`src/rtl/pipe_controller.sv`:
```
// Purpose : ID-stage decoder plus ID/EX, EX/MEM and MEM/WB control registers, with load-use hazard, forwarding and branch/jump flush control.
// Latency : bundle decoded at edge n is visible on ex_* in cycle n+1, mem_* in n+2 and wb_* in n+3; stall/flush/jump/illegal are combinational.
// Backpres: no handshake; stall holds PC and IF/ID for one cycle while a bubble enters EX, and a taken branch bubbles EX and flushes IF/ID.
// Ports   : clk, rst_n (sync, active-low); instr_id (IF/ID instruction); alu_zero_ex (EX ALU zero flag);
//           stall, flush_ifid, jump_id, pc_src_ex, illegal_id (ID/EX hazard and PC control);
//           ex_alucontrol, ex_alu_src, fwd_a, fwd_b (EX); mem_write_m (MEM); wb_reg_write, wb_mem_to_reg, wb_dest (WB).
module pipe_controller #(
  parameter int OPCODE_W  = 6,
  parameter int ALUCTRL_W = 4,
  parameter int REG_W     = 5
) (
  input  logic                 clk,
  input  logic                 rst_n,
  input  logic [31:0]          instr_id,
  input  logic                 alu_zero_ex,
  output logic                 stall,
  output logic                 flush_ifid,
  output logic                 jump_id,
  output logic                 pc_src_ex,
  output logic                 illegal_id,
  output logic [ALUCTRL_W-1:0] ex_alucontrol,
  output logic                 ex_alu_src,
  output logic [1:0]           fwd_a,
  output logic [1:0]           fwd_b,
  output logic                 mem_write_m,
  output logic                 wb_reg_write,
  output logic                 wb_mem_to_reg,
  output logic [REG_W-1:0]     wb_dest
);

  typedef struct packed {
    logic                 reg_write;
    logic                 mem_to_reg;
    logic                 mem_write;
    logic                 alu_src;
    logic                 beq;
    logic                 bne;
    logic [ALUCTRL_W-1:0] alu;
    logic [REG_W-1:0]     dest;
    logic [REG_W-1:0]     rs;
    logic [REG_W-1:0]     rt;
  } idex_t;

  typedef struct packed {
    logic             reg_write;
    logic             mem_to_reg;
    logic             mem_write;
    logic [REG_W-1:0] dest;
  } exmem_t;

  typedef struct packed {
    logic             reg_write;
    logic             mem_to_reg;
    logic [REG_W-1:0] dest;
  } memwb_t;

  logic [OPCODE_W-1:0] opcode;
  logic [REG_W-1:0]    rs_id, rt_id, rd_id;
  assign opcode = instr_id[31:32-OPCODE_W];
  assign rs_id  = instr_id[25 -: REG_W];
  assign rt_id  = instr_id[20 -: REG_W];
  assign rd_id  = instr_id[15 -: REG_W];

  idex_t  dec, id_ex_d, id_ex_q;
  exmem_t ex_mem_d, ex_mem_q;
  memwb_t mem_wb_d, mem_wb_q;
  logic   is_j, reads_rs, reads_rt, load_use;

  // Decode. Illegal opcodes and j produce an all-zero bundle; rs is still
  // considered read by everything except j.
  always_comb begin
    dec        = '0;
    is_j       = 1'b0;
    reads_rs   = 1'b1;
    reads_rt   = 1'b0;
    illegal_id = (opcode > OPCODE_W'(16));
    case (opcode)
      OPCODE_W'(0), OPCODE_W'(3), OPCODE_W'(8), OPCODE_W'(9),
      OPCODE_W'(10), OPCODE_W'(12), OPCODE_W'(13): begin
        dec.reg_write = 1'b1;
        dec.dest      = rd_id;
        reads_rt      = 1'b1;
      end
      OPCODE_W'(1), OPCODE_W'(2), OPCODE_W'(11), OPCODE_W'(14), OPCODE_W'(15): begin
        dec.reg_write = 1'b1;
        dec.alu_src   = 1'b1;
        dec.dest      = rt_id;
      end
      OPCODE_W'(5): begin
        dec.reg_write  = 1'b1;
        dec.mem_to_reg = 1'b1;
        dec.alu_src    = 1'b1;
        dec.dest       = rt_id;
      end
      OPCODE_W'(4): begin
        dec.mem_write = 1'b1;
        dec.alu_src   = 1'b1;
        reads_rt      = 1'b1;
      end
      OPCODE_W'(6):  begin dec.beq = 1'b1; reads_rt = 1'b1; end
      OPCODE_W'(16): begin dec.bne = 1'b1; reads_rt = 1'b1; end
      OPCODE_W'(7):  begin is_j = 1'b1; reads_rs = 1'b0; end
      default: ;
    endcase
    // Fill operation and operand fields only for instructions that enter EX.
    if (!illegal_id && !is_j) begin
      dec.alu = dec.bne ? ALUCTRL_W'(6) : ALUCTRL_W'(opcode);
      dec.rs  = rs_id;
      dec.rt  = rt_id;
    end
  end

  // Branch resolution and hazard control; an older taken branch overrides
  // both the load-use stall and a jump in ID.
  always_comb begin
    pc_src_ex  = (id_ex_q.beq & alu_zero_ex) | (id_ex_q.bne & ~alu_zero_ex);
    load_use   = id_ex_q.mem_to_reg && (id_ex_q.dest != '0) &&
                 ((reads_rs && rs_id == id_ex_q.dest) || (reads_rt && rt_id == id_ex_q.dest));
    stall      = load_use & ~pc_src_ex;
    jump_id    = is_j & ~pc_src_ex;
    flush_ifid = pc_src_ex | jump_id;
  end

  // Forwarding: EX/MEM result beats MEM/WB; r0 never forwards.
  always_comb begin
    fwd_a = 2'b00;
    fwd_b = 2'b00;
    if (ex_mem_q.reg_write && ex_mem_q.dest != '0 && ex_mem_q.dest == id_ex_q.rs)
      fwd_a = 2'b10;
    else if (mem_wb_q.reg_write && mem_wb_q.dest != '0 && mem_wb_q.dest == id_ex_q.rs)
      fwd_a = 2'b01;
    if (ex_mem_q.reg_write && ex_mem_q.dest != '0 && ex_mem_q.dest == id_ex_q.rt)
      fwd_b = 2'b10;
    else if (mem_wb_q.reg_write && mem_wb_q.dest != '0 && mem_wb_q.dest == id_ex_q.rt)
      fwd_b = 2'b01;
  end

  always_comb begin
    id_ex_d             = (stall || pc_src_ex) ? '0 : dec;
    ex_mem_d            = '0;
    ex_mem_d.reg_write  = id_ex_q.reg_write;
    ex_mem_d.mem_to_reg = id_ex_q.mem_to_reg;
    ex_mem_d.mem_write  = id_ex_q.mem_write;
    ex_mem_d.dest       = id_ex_q.dest;
    mem_wb_d            = '0;
    mem_wb_d.reg_write  = ex_mem_q.reg_write;
    mem_wb_d.mem_to_reg = ex_mem_q.mem_to_reg;
    mem_wb_d.dest       = ex_mem_q.dest;
  end

  always_ff @(posedge clk) begin
    if (!rst_n) begin
      id_ex_q  <= '0;
      ex_mem_q <= '0;
      mem_wb_q <= '0;
    end else begin
      id_ex_q  <= id_ex_d;
      ex_mem_q <= ex_mem_d;
      mem_wb_q <= mem_wb_d;
    end
  end

  assign ex_alucontrol = id_ex_q.alu;
  assign ex_alu_src    = id_ex_q.alu_src;
  assign mem_write_m   = ex_mem_q.mem_write;
  assign wb_reg_write  = mem_wb_q.reg_write;
  assign wb_mem_to_reg = mem_wb_q.mem_to_reg;
  assign wb_dest       = mem_wb_q.dest;

endmodule
```
`config.mk`:
```
export PLATFORM = sky130hd
export DESIGN_NAME = pipe_controller
export DESIGN_NICKNAME = d
export VERILOG_FILES = /design/src/rtl/pipe_controller.sv
export SDC_FILE = /design/constraint.sdc
export NUM_CORES = 1
export LEC_CHECK = 0
export CAP_MARGIN = 5
export CORE_ASPECT_RATIO = 2
export CORE_MARGIN = 2
export CORE_UTILIZATION = 45
export DETAILED_ROUTE_END_ITERATION = 10
export PLACE_DENSITY = 0.79
export SYNTH_ARGS = -nofsm -noshare
export SYNTH_HDL_FRONTEND = slang
export SYNTH_SLANG_ARGS = --single-unit
```
`constraint.sdc`:
```
create_clock -name clk -period 4.4 [get_ports clk]
set_input_delay 0.44 -clock clk [delete_from_list [all_inputs] [get_ports clk]]
set_output_delay 0.44 -clock clk [all_outputs]
set_load 0.005 [all_outputs]
```
==> flow_summary.json, run 1 <==
{
  "grt_overflow": 0,
  "start_util": 0.466,
  "gp_congestion": 0.828,
  "synth-async-reset-ratio": 0,
  "synth_edf_count": 0,
  "cts_hold_buf": 0,
  "drt_first_iter_violations": 28,
  "reg2reg_depth": 5,
  "hold_violations": 0,
  "crit_path_max_fanout": 13,
  "period_share": 0.710,
  "clk_pin_slew_ns": 0.08,
  "synth_cells": 190,
  "outcome": "completed",
  "grt_usage": 0.185,
  "cts_setup_buffers": 0,
  "wl_per_cell_um": 13.9,
  "drt-pass1-iter-count": 4,
  "worstPathCellList": "clkdlybuf4s50_1 > or3_1 > a21oi_2 > o211ai_2 > a21oi_4 > and2_1 > clkdlybuf4s50_1",
  "portBuffers": 45,
  "yosysSeqAreaShare": 0.421,
  "drive_gt1_frac": 0.0901,
  "cts_tree": "built",
  "setup_tns_ns": 0,
  "clk_latency_ns": 0.29,
  "io_pins": 57,
  "synthDistinctLibCells": 41,
  "largest_register_ffs": 12,
  "yosysWarnings": 0,
  "fin_crit_ns": 3.12,
  "ant_nets": 0,
  "dp.cells": 277,
  "worst-path-buf-inv": 2,
  "cp_slowest_cell": "clkdlybuf4s50_1",
  "min_to": "wb_mem_to_reg",
  "vias_per_cell": 5.25,
  "peakVddDrop_mv": 0.320,
  "cts_buffers": 5,
  "drc": 0,
  "antenna_found_initial": 0,
  "n_antenna_cell": 0,
  "syn2layout_area_growth_pct": 28.6,
  "crit_top_cell": "clkdlybuf4s50_1",
  "powerDensity_nw_per_um2": 307,
  "coreArea_um2": 4090,
  "cp_data_arrival_time_ns": 2.68,
  "postSynthAreaPerCell_um2": 10.0,
  "rsz0062_at_grt": "no",
  "syn_nets": 225,
  "max_stage_delay_ns": 0.64,
  "fp.dieW_um": 50.0,
  "worstPathRequired_ns": 3.96,
  "htree_levels": 2,
  "hold_path_class": "reg -> reg",
  "p_leak_nw": 1.03,
  "finalSetupViolations": 0,
  "whs_path_depth": 1,
  "worstReg2RegStart": "ex_mem_d[1]",
  "die_h_um": 96.0,
  "finalNonFillerCells": 285,
  "vias": 1495,
  "relSlewSlack": 0.685,
  "end_kind": "primary output",
  "maxCapViolCount": 0,
  "syn_area_um2": 1900,
  "holdCritStartpoint": "ex_mem_q[6]",
  "fin_skew_ns": 0.00869,
  "dpl.hpwl_um": 3200,
  "ys.flop_type": "dfxtp_1",
  "drv_slew": 0,
  "first_global_vias": 1450,
  "grt_max_degree": 26,
  "startpoint_type": "input port",
  "r2r-end": "ex_mem_d[5]",
  "ys_seq_elements": 40,
  "core.rowCount": 33,
  "grt_pass1_wl_um": 6550,
  "top_register": "id_ex_q",
  "cts_resized": 0,
  "cts.path.max_buffers": 2,
  "crit_type": "in -> out",
  "crit_family": "buffers and inverters",
  "cts_sinks": 40,
  "dieArea_um2": 4800,
  "tightest_slew_ns": 0.471,
  "clock.fmax_mhz": 320,
  "num-nets-final": 267,
  "root_buffer": "clkbuf_8",
  "r2r_slack_ns": 2.53,
  "totalWireLength_um": 3970
}
==> worst max path at each step <==
stage | slack (ns) | from | depth (start not counted) | endpoint
after global placement | 1.31 | instr_id[29] | 7 | stall
after CTS | 1.28 | instr_id[26] | 7 | stall
after detailed placement | 1.28 | instr_id[26] | 7 | stall
final | 1.28 | instr_id[29] | 7 | stall
after global routing | 1.15 | instr_id[26] | 7 | stall
after floorplan | 2.27 | instr_id[28] | 7 | stall
==> routing by layer <==
| layer | global-route usage | vias to the layer above | share of wire |
|---|---|---|---|
| met3 | 0.0248 | 13 | 0.024 |
| met4 | 0.127 | 0 | 0.036 |
| met2 | 0.365 | 44 | 0.59 |
| li1 | - | 749 | - |
| met5 | 0 | - | 0 |
| met1 | 0.164 | 689 | 0.35 |
==> stage by stage <==
| step | cell area [um2] | total power [mW] | hold slack (ns) | utilization | setup WS (ns) |
|---|---|---|---|---|---|
| 2_1_floorplan | 1900 | 0.423 | 0.412 | - | 2.27 |
| 3_5_place_dp | 2330 | 0.459 | 0.424 | 0.571 | 1.28 |
| 4_1_cts | 2450 | 0.760 | 0.443 | 0.599 | 1.28 |
| 3_3_place_gp | 2330 | 0.457 | 0.415 | 0.571 | 1.31 |
| 6_report | 2450 | 0.751 | 0.439 | 0.599 | 1.28 |
| 5_1_grt | 2450 | 0.782 | 0.456 | 0.599 | 1.15 |
==> layout make-up <==
| type | instances | area [um2] |
|---|---|---|
| Clock buffer | 5 | 68.8 |
| Timing Repair Buffer | 47 | 465 |
| Inverter | 2 | 7.51 |
| Tap cell | 52 | 65.1 |
| Sequential cell | 40 | 801 |
| Fill cell | 349 | 1640 |
| Clock inverter | 3 | 46.3 |
| Multi-Input combinational cell | 136 | 993 |
==> synth_stat cells (2+ instances only) <==
library cell | n | area, um2
dfxtp_1 | 40 | 801
nand2_1 | 5 | 18.8
nand2b_1 | 3 | 18.8
or4_1 | 5 | 37.5
a22oi_1 | 5 | 37.5
and2_1 | 16 | 100
o21ai_0 | 3 | 15.0
buf_6 | 5 | 56.3
or3_1 | 3 | 18.8
a21oi_2 | 2 | 17.5
nor3b_1 | 3 | 22.5
nor2_1 | 7 | 26.3
and3b_1 | 10 | 87.6
buf_4 | 5 | 37.5
xnor2_1 | 8 | 70.1
xor2_1 | 23 | 201
nand3_1 | 5 | 25.0
inv_1 | 2 | 7.51
clkbuf_1 | 2 | 7.51
nor3_1 | 9 | 45.0
nor4_1 | 9 | 56.3
==> logic make-up after synthesis <==
family                    after synthesis  share of synthesized area
AOI/OAI and AO/OA                      19                     0.0796
xor gates and xnor gates               31                      0.143
buffers and inverters                  14                     0.0572
DFF                                    40                      0.421
muxes                                   1                    0.00526
and+or+nand+nor                        85                      0.295
==> cells in the final DEF (no fill, tap or decap), types with 2 or more instances in the layout <==
cell type         n
or4_1             5
nand3_1           5
o21ai_0           3
xor2_1           23
and2_1           16
nand2_1           5
nor4_1            9
buf_4             2
clkdlybuf4s50_1  45
clkbuf_8          5
a21oi_2           2
nand2b_1          3
and3b_1          10
a22oi_1           5
nor2_1            7
nor3b_1           3
nor3_1            9
xnor2_1           8
or3_1             3
inv_1             2
dfxtp_1          40
==> where the power goes <==
group	internal [mW]	switching, mW
Combinational	0.0423	0.0353
Sequential	0.368	0.00470
Clock	0.171	0.130
(Power assumes the default switching activity.)
==> inputs of run 2 (changes only) <==
==> constraint.sdc (replaced) <==
create_clock -name clk -period 3.2 [get_ports clk]
set_input_delay 0.32 -clock clk [delete_from_list [all_inputs] [get_ports clk]]
set_output_delay 0.32 -clock clk [all_outputs]
set_load 0.005 [all_outputs]
==> flow_summary.json, run 2 (synthesis gave the netlist of run 1 again) <==
{
  "root_buffer": "clkbuf_8",
  "clock.fmax_mhz": 353,
  "grt_usage": 0.188,
  "cts_tree": "built",
  "fin_util": 0.601,
  "rsz0062_at_grt": "no",
  "gp_congestion": 0.874,
  "dpl_cell_area_um2": 2340,
  "crit_family": "buffers and inverters",
  "grt_max_degree": 26,
  "worstReg2RegStart": "ex_mem_d[0]",
  "reg2reg_depth": 6,
  "met2_usage": 0.363,
  "num-nets-final": 268,
  "cts_setup_buffers": 0,
  "core.rowCount": 33,
  "tightest_slew_ns": 0.453,
  "cp_data_arrival_time_ns": 2.51,
  "drc": 0,
  "vias_per_cell": 5.12,
  "final_cell_mix": "45 x clkdlybuf4s50_1, 40 x dfxtp_1, 23 x xor2_1",
  "nFillCells": 351,
  "p_leak_nw": 1.04,
  "fp.dieW_um": 50.0,
  "final_area_um2": 2450,
  "relSlewSlack": 0.697,
  "r2r-end": "id_ex_q[4]",
  "crit_path_max_fanout": 13,
  "finalSetupViolations": 0,
  "max_stage_delay_ns": 0.63,
  "drt_first_iter_violations": 30,
  "cts_hold_buf": 0,
  "crit_type": "in -> out",
  "hold_path_class": "reg -> reg",
  "worstPathCellList": "clkdlybuf4s50_1 > or3_1 > a21oi_2 > o211ai_2 > a21oi_4 > and2_1 > clkdlybuf4s50_1",
  "coreArea_um2": 4090,
  "p_total_mw": 1.04,
  "grt.met3_usage": 0.0326,
  "pre_cts_slack_ns": 0.363,
  "first_global_vias": 1424,
  "cts.path.max_buffers": 2,
  "cts_resized": 0,
  "largest_register_ffs": 12,
  "worst-path-buf-inv": 2,
  "portBuffers": 45,
  "grt_pass1_wl_um": 6600,
  "fin_ws_ns": 0.371,
  "dpl.hpwl_um": 3150,
  "drive_gt1_frac": 0.0940,
  "use_met1": 0.172,
  "antenna_found_initial": 0,
  "maxCapViolCount": 0,
  "drv_slew": 0,
  "dieArea_um2": 4800,
  "cp_num_cells": 7,
  "die_h_um": 96.0,
  "period_share": 0.884,
  "wl_per_cell_um": 13.7,
  "worstPathRequired_ns": 2.88,
  "r2r_slack_ns": 1.33,
  "startpoint_type": "input port",
  "fin_skew_ns": 0.00588,
  "setup.worst_path.start": "instr_id[29]",
  "syn2layout_area_growth_pct": 29.0,
  "totalWireLength_um": 3930,
  "top_usage_layer": "met2",
  "crit_top_cell": "clkdlybuf4s50_1",
  "vias": 1463,
  "cts_sinks": 40,
  "hold_violations": 0,
  "ant_nets": 0,
  "top_register": "id_ex_q",
  "final_common_cell": "clkdlybuf4s50_1",
  "start_util": 0.466,
  "clk_pin_slew_ns": 0.08,
  "cts_buffers": 5,
  "htree_levels": 2,
  "drt-pass1-iter-count": 4,
  "end_kind": "primary output",
  "crit_end": "stall",
  "peakVddDrop_mv": 0.382,
  "n_antenna_cell": 0,
  "powerDensity_nw_per_um2": 422,
  "io_pins": 57,
  "clk_latency_ns": 0.29,
  "cp_slowest_cell": "clkdlybuf4s50_1",
  "grt_overflow": 0,
  "fin_crit_ns": 2.83,
  "setup_tns_ns": 0,
  "outcome": "completed"
}
## run 2: through the flow
step / hold slack [ns] / std cells
after CTS: 0.441 / 286
after global routing: 0.463 / 286
final: 0.433 / 286
after floorplan: 0.412 / 190
after global placement: 0.415 / 278
after detailed placement: 0.422 / 278
## run 2: where the power goes
| group | total, mW | switching [mW] | internal (mW) | leakage, nW |
|---|---|---|---|---|
| combinational | 0.108 | 0.0487 | 0.0590 | 0.660 |
| clock | 0.416 | 0.181 | 0.235 | 0.0548 |
| sequential | 0.512 | 0.00636 | 0.506 | 0.324 |
| total | 1.04 | 0.236 | 0.800 | 1.04 |
## run 2: layout make-up
class	count	area (um2)	area share
Multi-Input combinational cell	136	993	0.405
Sequential cell	40	801	0.326
Timing Repair Buffer	48	473	0.193
Clock buffer	5	68.8	0.0280
Tap cell	52	65.1	0.0265
Clock inverter	3	46.3	0.0189
Inverter	2	7.51	0.00306
## run 2: worst min path at each step
stage	slack, ns	endpoint	cells past startpoint	start
floorplan	0.41	ex_mem_q[7]	1	ex_mem_d[7]
global placement	0.42	mem_write_m	1	ex_mem_d[5]
detailed placement	0.42	wb_mem_to_reg	1	ex_mem_q[6]
CTS	0.44	wb_mem_to_reg	1	ex_mem_q[6]
global route	0.46	wb_mem_to_reg	1	ex_mem_q[6]
finish	0.43	wb_mem_to_reg	1	ex_mem_q[6]
## run 2: per-layer routing
layer / vias to the layer above / wire length [um] / part of all wire
li1: 749 / - / -
met1: 664 / 1300 / 0.33
met2: 39 / 2360 / 0.60
met3: 11 / 113 / 0.029
met4: 0 / 156 / 0.040
met5: - / 0 / 0
## run 2: worst reg2reg max path: stages (launching register included)
cell and delay, ns:
dfxtp_1 0.36, xor2_1 0.16, nor4_1 0.39, o211ai_2 0.18
a21oi_4 0.19, buf_4 0.27, and3b_2 0.23
